## src/rtl/lon_pkg.sv

```systemverilog
// Shared geometry and stage payload for the leading-one normalizer.
package lon_pkg;

  localparam int unsigned LON_WIDTH = 8;
  localparam int unsigned LON_TAG_W = 4;
  localparam int unsigned POS_W     = $clog2(LON_WIDTH);

  typedef struct packed {
    logic [LON_WIDTH-1:0] value;
    logic                 invert;
    logic [LON_TAG_W-1:0] tag;
    logic [POS_W-1:0]     position;
    logic                 found;
  } lon_stage_t;

endpackage

```

## src/rtl/lod_priority_encoder.sv

```systemverilog
// MSB-first priority encoder: index of the highest set bit, 0 when none set.
module lod_priority_encoder #(
  parameter int unsigned WIDTH = 8
) (
  input  logic [WIDTH-1:0]         value,
  output logic [$clog2(WIDTH)-1:0] position,
  output logic                     found
);

  localparam int unsigned POS_W = $clog2(WIDTH);

  // Ascending scan: a later (higher) set bit overwrites any lower one.
  always_comb begin
    position = '0;
    found    = |value;
    for (int i = 0; i < int'(WIDTH); i++) begin
      if (value[i]) position = POS_W'(i);
    end
  end

endmodule

```

## src/rtl/leading_one_normalizer.sv

```systemverilog
// Two-stage leading-one/zero detect and normalize with valid/ready flow control.
module leading_one_normalizer
  import lon_pkg::*;
#(
  parameter int unsigned WIDTH = LON_WIDTH,
  parameter int unsigned TAG_W = LON_TAG_W
) (
  input  logic             clk,
  input  logic             rst_n,
  input  logic             in_valid,
  output logic             in_ready,
  input  logic [WIDTH-1:0] in_value,
  input  logic             in_invert,
  input  logic [TAG_W-1:0] in_tag,
  output logic             out_valid,
  input  logic             out_ready,
  output logic [POS_W-1:0] out_position,
  output logic             out_found,
  output logic [POS_W-1:0] out_shift,
  output logic [WIDTH-1:0] out_normalized,
  output logic [TAG_W-1:0] out_tag
);

  logic             s1_valid;
  lon_stage_t       s1_q;
  logic             s1_load;
  logic             s2_load;
  logic [WIDTH-1:0] scan_word;
  logic [POS_W-1:0] enc_position;
  logic             enc_found;
  logic [POS_W-1:0] shift_c;
  logic [WIDTH-1:0] normalized_c;

  assign scan_word = in_invert ? ~in_value : in_value;

  lod_priority_encoder #(
    .WIDTH (WIDTH)
  ) u_encoder (
    .value    (scan_word),
    .position (enc_position),
    .found    (enc_found)
  );

  // A stage moves forward only into an empty or simultaneously draining slot.
  assign s2_load  = s1_valid & (~out_valid | out_ready);
  assign in_ready = rst_n & (~s1_valid | s2_load);
  assign s1_load  = in_valid & in_ready;

  // No match leaves the word untouched; the shift always uses the unscanned value.
  assign shift_c      = s1_q.found ? (POS_W'(WIDTH - 1) - s1_q.position) : '0;
  assign normalized_c = s1_q.value << shift_c;

  always_ff @(posedge clk or negedge rst_n) begin
    if (!rst_n) begin
      s1_valid <= 1'b0;
      s1_q     <= '0;
    end else begin
      if (s1_load) begin
        s1_q.value    <= in_value;
        s1_q.invert   <= in_invert;
        s1_q.tag      <= in_tag;
        s1_q.position <= enc_position;
        s1_q.found    <= enc_found;
      end
      s1_valid <= s1_load | (s1_valid & ~s2_load);
    end
  end

  always_ff @(posedge clk or negedge rst_n) begin
    if (!rst_n) begin
      out_valid      <= 1'b0;
      out_position   <= '0;
      out_found      <= 1'b0;
      out_shift      <= '0;
      out_normalized <= '0;
      out_tag        <= '0;
    end else begin
      if (s2_load) begin
        out_position   <= s1_q.position;
        out_found      <= s1_q.found;
        out_shift      <= shift_c;
        out_normalized <= normalized_c;
        out_tag        <= s1_q.tag;
      end
      out_valid <= s2_load | (out_valid & ~out_ready);
    end
  end

endmodule
```

## config.mk

```make
export PLATFORM = sky130hd
export DESIGN_NAME = leading_one_normalizer
export DESIGN_NICKNAME = d
export VERILOG_FILES = /design/src/rtl/lon_pkg.sv /design/src/rtl/lod_priority_encoder.sv /design/src/rtl/leading_one_normalizer.sv
export SDC_FILE = /design/constraint.sdc
export NUM_CORES = 1
export LEC_CHECK = 0
export ABC_AREA = 1
export BUFFER_PORTS_ARGS = -buffer_cell sky130_fd_sc_hd__buf_2
export CORE_MARGIN = 2
export CORE_UTILIZATION = 50
export DETAILED_ROUTE_END_ITERATION = 6
export GPL_ROUTABILITY_DRIVEN = 0
export HOLD_SLACK_MARGIN = 0.03
export PLACE_DENSITY_LB_ADDON = 0.25
export SLEW_MARGIN = 5
export SYNTH_ARGS = -nofsm -noshare
export SYNTH_HDL_FRONTEND = slang
export SYNTH_HIERARCHICAL = 1
export SYNTH_SLANG_ARGS = --single-unit
```

## constraint.sdc

```tcl
create_clock -name clk -period 1.5 [get_ports clk]
set_clock_uncertainty 0.15 [all_clocks]
set_input_delay 0 -clock clk [delete_from_list [all_inputs] [get_ports clk]]
set_output_delay 0 -clock clk [all_outputs]
set_load 0.02 [all_outputs]
```

**Word-level counts from Yosys, hierarchy flattened**

Index checks and enable logic that the tools add are counted.

- Register bits: 37
- Word-level logic and storage cells: 37
- Input port bits: 17
- Output and inout port bits: 21

- Bitwise operators: 14
- Multiplexer cells: 9
- Reductions and logical operators: 1
- $add $sub $neg: 1
- Shift-type cells: 1

Operators with widths:

| cell | number |
|---|---|
| $mux 3 | 5 |
| $mux 8 | 1 |
| $not 8->8 | 1 |
| $reduce_or 8->1 | 1 |
| $shl 8x3->8 | 1 |
| $and 1x1->1 | 5 |
| $mux 2 | 2 |
| $not 1->1 | 4 |
| $or 1x1->1 | 4 |
| $sub 3x3->3 const A | 1 |
| $mux 1 | 1 |

**Longest topological paths before layout**

- Depth in word-level cells: 9
- Depth in mapped cells: 11
- Mapped depth without buffers: 10

**Hierarchy**

Netlist, hierarchy kept.

By module, submodules not included:

| module | sequential area each (um^2) | cells each | area each (um^2) | instances |
|---|---|---|---|---|
| leading_one_normalizer | 925.9 | 206 | 1724.2 | 1 |
| lod_priority_encoder | 0.0 | 20 | 77.6 | 1 |

**Worst setup path after synthesis**

No wires, ideal clock.

- Kind: register to register
- From: register out_valid
- To: register s1_q[10] (netlist name)
- Arrival: 1057 ps
- Path slack: 177 ps
- Clock period less this slack: 1323 ps
- Buffers on the path: 1
- Setup time: 116 ps
- Cell stages (with the launch flop): 8
- Data required time: 1234 ps
- Cells stage by stage: dfrtp_1 > nand3_1 > nand2_1 > inv_2 > nand2_4 > buf_6 > nand2_1 > nand2_1

- Longest elaborated chain between the ends: 6

RTL lines:

| element | line | text |
|---|---|---|
| start: declaration | leading_one_normalizer.sv:15 | `output logic out_valid,` |
| start signal: assignment | leading_one_normalizer.sv:85 | `out_valid <= s2_load \| (out_valid & ~out_ready);` |
| $not 1->1 | leading_one_normalizer.sv:45 | `assign s2_load = s1_valid & (~out_valid \| out_ready);` |
| $or 1x1->1 | leading_one_normalizer.sv:45 |  |
| $and 1x1->1 | leading_one_normalizer.sv:45 |  |
| $or 1x1->1 | leading_one_normalizer.sv:46 | `assign in_ready = rst_n & (~s1_valid \| s2_load);` |
| $and 1x1->1 | leading_one_normalizer.sv:46 |  |
| $and 1x1->1 | leading_one_normalizer.sv:47 | `assign s1_load = in_valid & in_ready;` |
| end: declaration | leading_one_normalizer.sv:25 | `lon_stage_t s1_q;` |

No other way between the ends.
A chain may end at the register's enable or synchronous reset.

**Final worst setup path**

- From: register out_valid
- To: output port in_ready

- Longest elaborated chain between the ends: 5

RTL lines:

| element | line | text |
|---|---|---|
| $not 1->1 | leading_one_normalizer.sv:45 |  |
| $or 1x1->1 | leading_one_normalizer.sv:45 |  |
| $and 1x1->1 | leading_one_normalizer.sv:45 |  |
| $or 1x1->1 | leading_one_normalizer.sv:46 |  |
| $and 1x1->1 | leading_one_normalizer.sv:46 |  |
| end: declaration | leading_one_normalizer.sv:11 | `output logic in_ready,` |

No other way between the ends.

==> flow_summary.toml <==
[setup_path]
crit_type = "reg -> out"
worst_ep_arrival_time_ns = 1.25
crit_fanout = 5
critPathLaunchType = "flop"
rr_worst_depth = 6
worst_setup_path_end_kind = "output pin"
worstPathRequired_ns = 1.35

[timing]
rsz0062_at_grt = "false"
report.final.slew_viol_count = 0
post-route-min-period_ns = 1.40
tightest_slew_ns = 0.451
min_period_over_period_pct = 93.1
setup_tns_ns = 0
hold_violations = 0
setup_viol = 0
clock.fmax_mhz = 716
maxSlewHeadroom_pct = 69.9

[logic_synthesis]
synth_top_area_share_pct = 51.4
synth_area_um2 = 1800
yosysSeqAreaShare_pct = 51.4
syn_inst = 226
ys.warnings.count = 6
yosysUniqueCellTypes = 15
synth_seq_cells = 37
avgSynthCellArea_um2 = 7.97
yosysTopAreaCell = "dfrtp_1"
synth_area_leaders = "dfrtp_1 51%, nand2_1 19%, nand3_1 14%"
syn-num-nets = 243

[die]
ios = 38
start_util_pct = 53.2
coreArea_um2 = 3390
die_w_um = 64.0
rows = 21
dieArea_um2 = 4100
die-height_um = 64.0

[layout]
fin_util_pct = 68.4
area_delta_synth_final_pct = 28.7
fillers = 275
fin_area_um2 = 2320
layout-drive-gt1-share_pct = 22.6
final_common_cell = "nand2_1"
final_cell_mix = "90 x nand2_1, 49 x nand3_1, 36 x buf_2, 36 x dfrtp_1, 15 x dlygate4sd3_1"
nets = 304
diodes = 0

[pwr]
p_leak_nw = 1.29
power_density_nw_per_um2 = 1320
peakVddDrop_v = 0.000683
power.total_mw = 3.06

[global_routing]
grt_first_pass_wirelength_um = 6110
grt_max_degree = 38
grt_pass1_vias = 1458
grt_util_all_layers_pct = 19.5
gr-total-overflow = 0
antenna_found_initial = 0

[cts]
clockBufferDepth = 2
cts_sinks = 37
cts_tree = "done"
clk_latency_ns = 0.34
cts_buffers = 5
clk_pin_slew_ns = 0.11
cts_root_buffer = "clkbuf_4"
htreeDepth = 2

[routing]
first_iter_violations = 82
drc_errors = 0
wirelength_um = 3680
vias_per_cell = 4.82
wire_per_inst_um = 11.0
first_pass_iters = 5
via_count = 1611
ant_nets = 0

[worst_hold_path]
hold_path.class = "in -> reg"
hold_depth = 6

[flow_run]
cap_violations = 0

[place]
hpwl_um = 2530
numPortBuffers = 37
place_area_um2 = 2030

[outcome]
outcome = "completed"
==> worst paths after layout <==
| check | start | to | slack, ns |
|---|---|---|---|
| max | out_valid | in_ready | 0.10 |
| min | in_invert | s1_q[1] | 0.07 |
| max reg2reg | s1_q[1] | out_normalized[7] | 0.15 |
| min reg2reg | s1_q[16] | s1_q[16] | 0.33 |
| max in group asynchronous | rst_n | s1_q[0] | 0.78 |
| min in group asynchronous | rst_n | out_tag[0] | 0.08 |
==> registers in the layout, summed over array words and instances (netlist names) <==
name / flops
out_position: 3
out_shift: 3
out_tag: 4
out_normalized: 8
out_found: 1
s1_valid: 1
s1_q: 16
out_valid: 1
==> cells in the mapped netlist <==
cell     instances
nand2_2          2
buf_6            1
nand2_1         90
nor2_1           6
buf_2            5
buf_4            2
o21ai_0          5
dfrtp_1         37
inv_1           12
xor2_1           8
nor2_4           2
nand3_1         50
nand2_4          2
nor3_1           1
inv_2            3
==> routing by layer <==
layer	wire, um	vias to the layer above	global-route usage, %
met5	0	-	0
met4	66	0	11.4
met3	185	7	3.87
met2	1670	52	30.3
met1	1760	709	25.2
li1	-	843	-
==> report_power, final <==
group          leakage [nW]  total, mW  internal [mW]  switching (mW)
Combinational         0.783      0.994          0.362           0.632
Clock                0.0455      0.712          0.398           0.314
Sequential            0.461       1.35           1.22           0.132
Total                  1.29       3.06           1.98            1.08
==> what timing repair did <==
| item | in CTS | in global routing |
|---|---|---|
| cloned | 0 | 0 |
| buffers inserted | 1 | 4 |
| hold buffers | 15 | 0 |
| endpoints found under the hold margin | 59 | 0 |
| endpoints found under the setup margin | 1 | 2 |
| resized for setup | 4 | 1 |
==> kinds of logic after synthesis <==
family	count (synthesis)	synth area share, %
buf+inv	23	5.97
flops	37	51.4
xor+xnor	8	3.89
simple gates	153	37.4
compound gates	5	1.39
==> through the flow <==
step,instances,hold slack [ns],setup slack (ns)
final,334,0.0714,0.104
after global routing,334,0.126,0.0203
after CTS,330,0.0572,0.0225
after detailed placement,306,-0.0716,0.116
after global placement,306,-0.0708,0.160
after floorplan,226,-0.446,0.177
==> critical path: stages (launching register included) <==
cell and delay, ns:
dfrtp_1 0.41, nand3_2 0.10, nand2_1 0.06, inv_2 0.09
buf_8 0.11, buf_4 0.13
==> layout make-up <==
class / instances / area, um^2 / share of cell area, %
Timing Repair Buffer: 62 / 420 / 18.1
Multi-Input combinational cell: 166 / 773 / 33.3
Tap cell: 46 / 57.6 / 2.48
Clock inverter: 1 / 30.0 / 1.29
Inverter: 15 / 56.3 / 2.43
Clock buffer: 7 / 55.1 / 2.37
Sequential cell: 37 / 927 / 40.0
(Power assumes the default switching activity.)
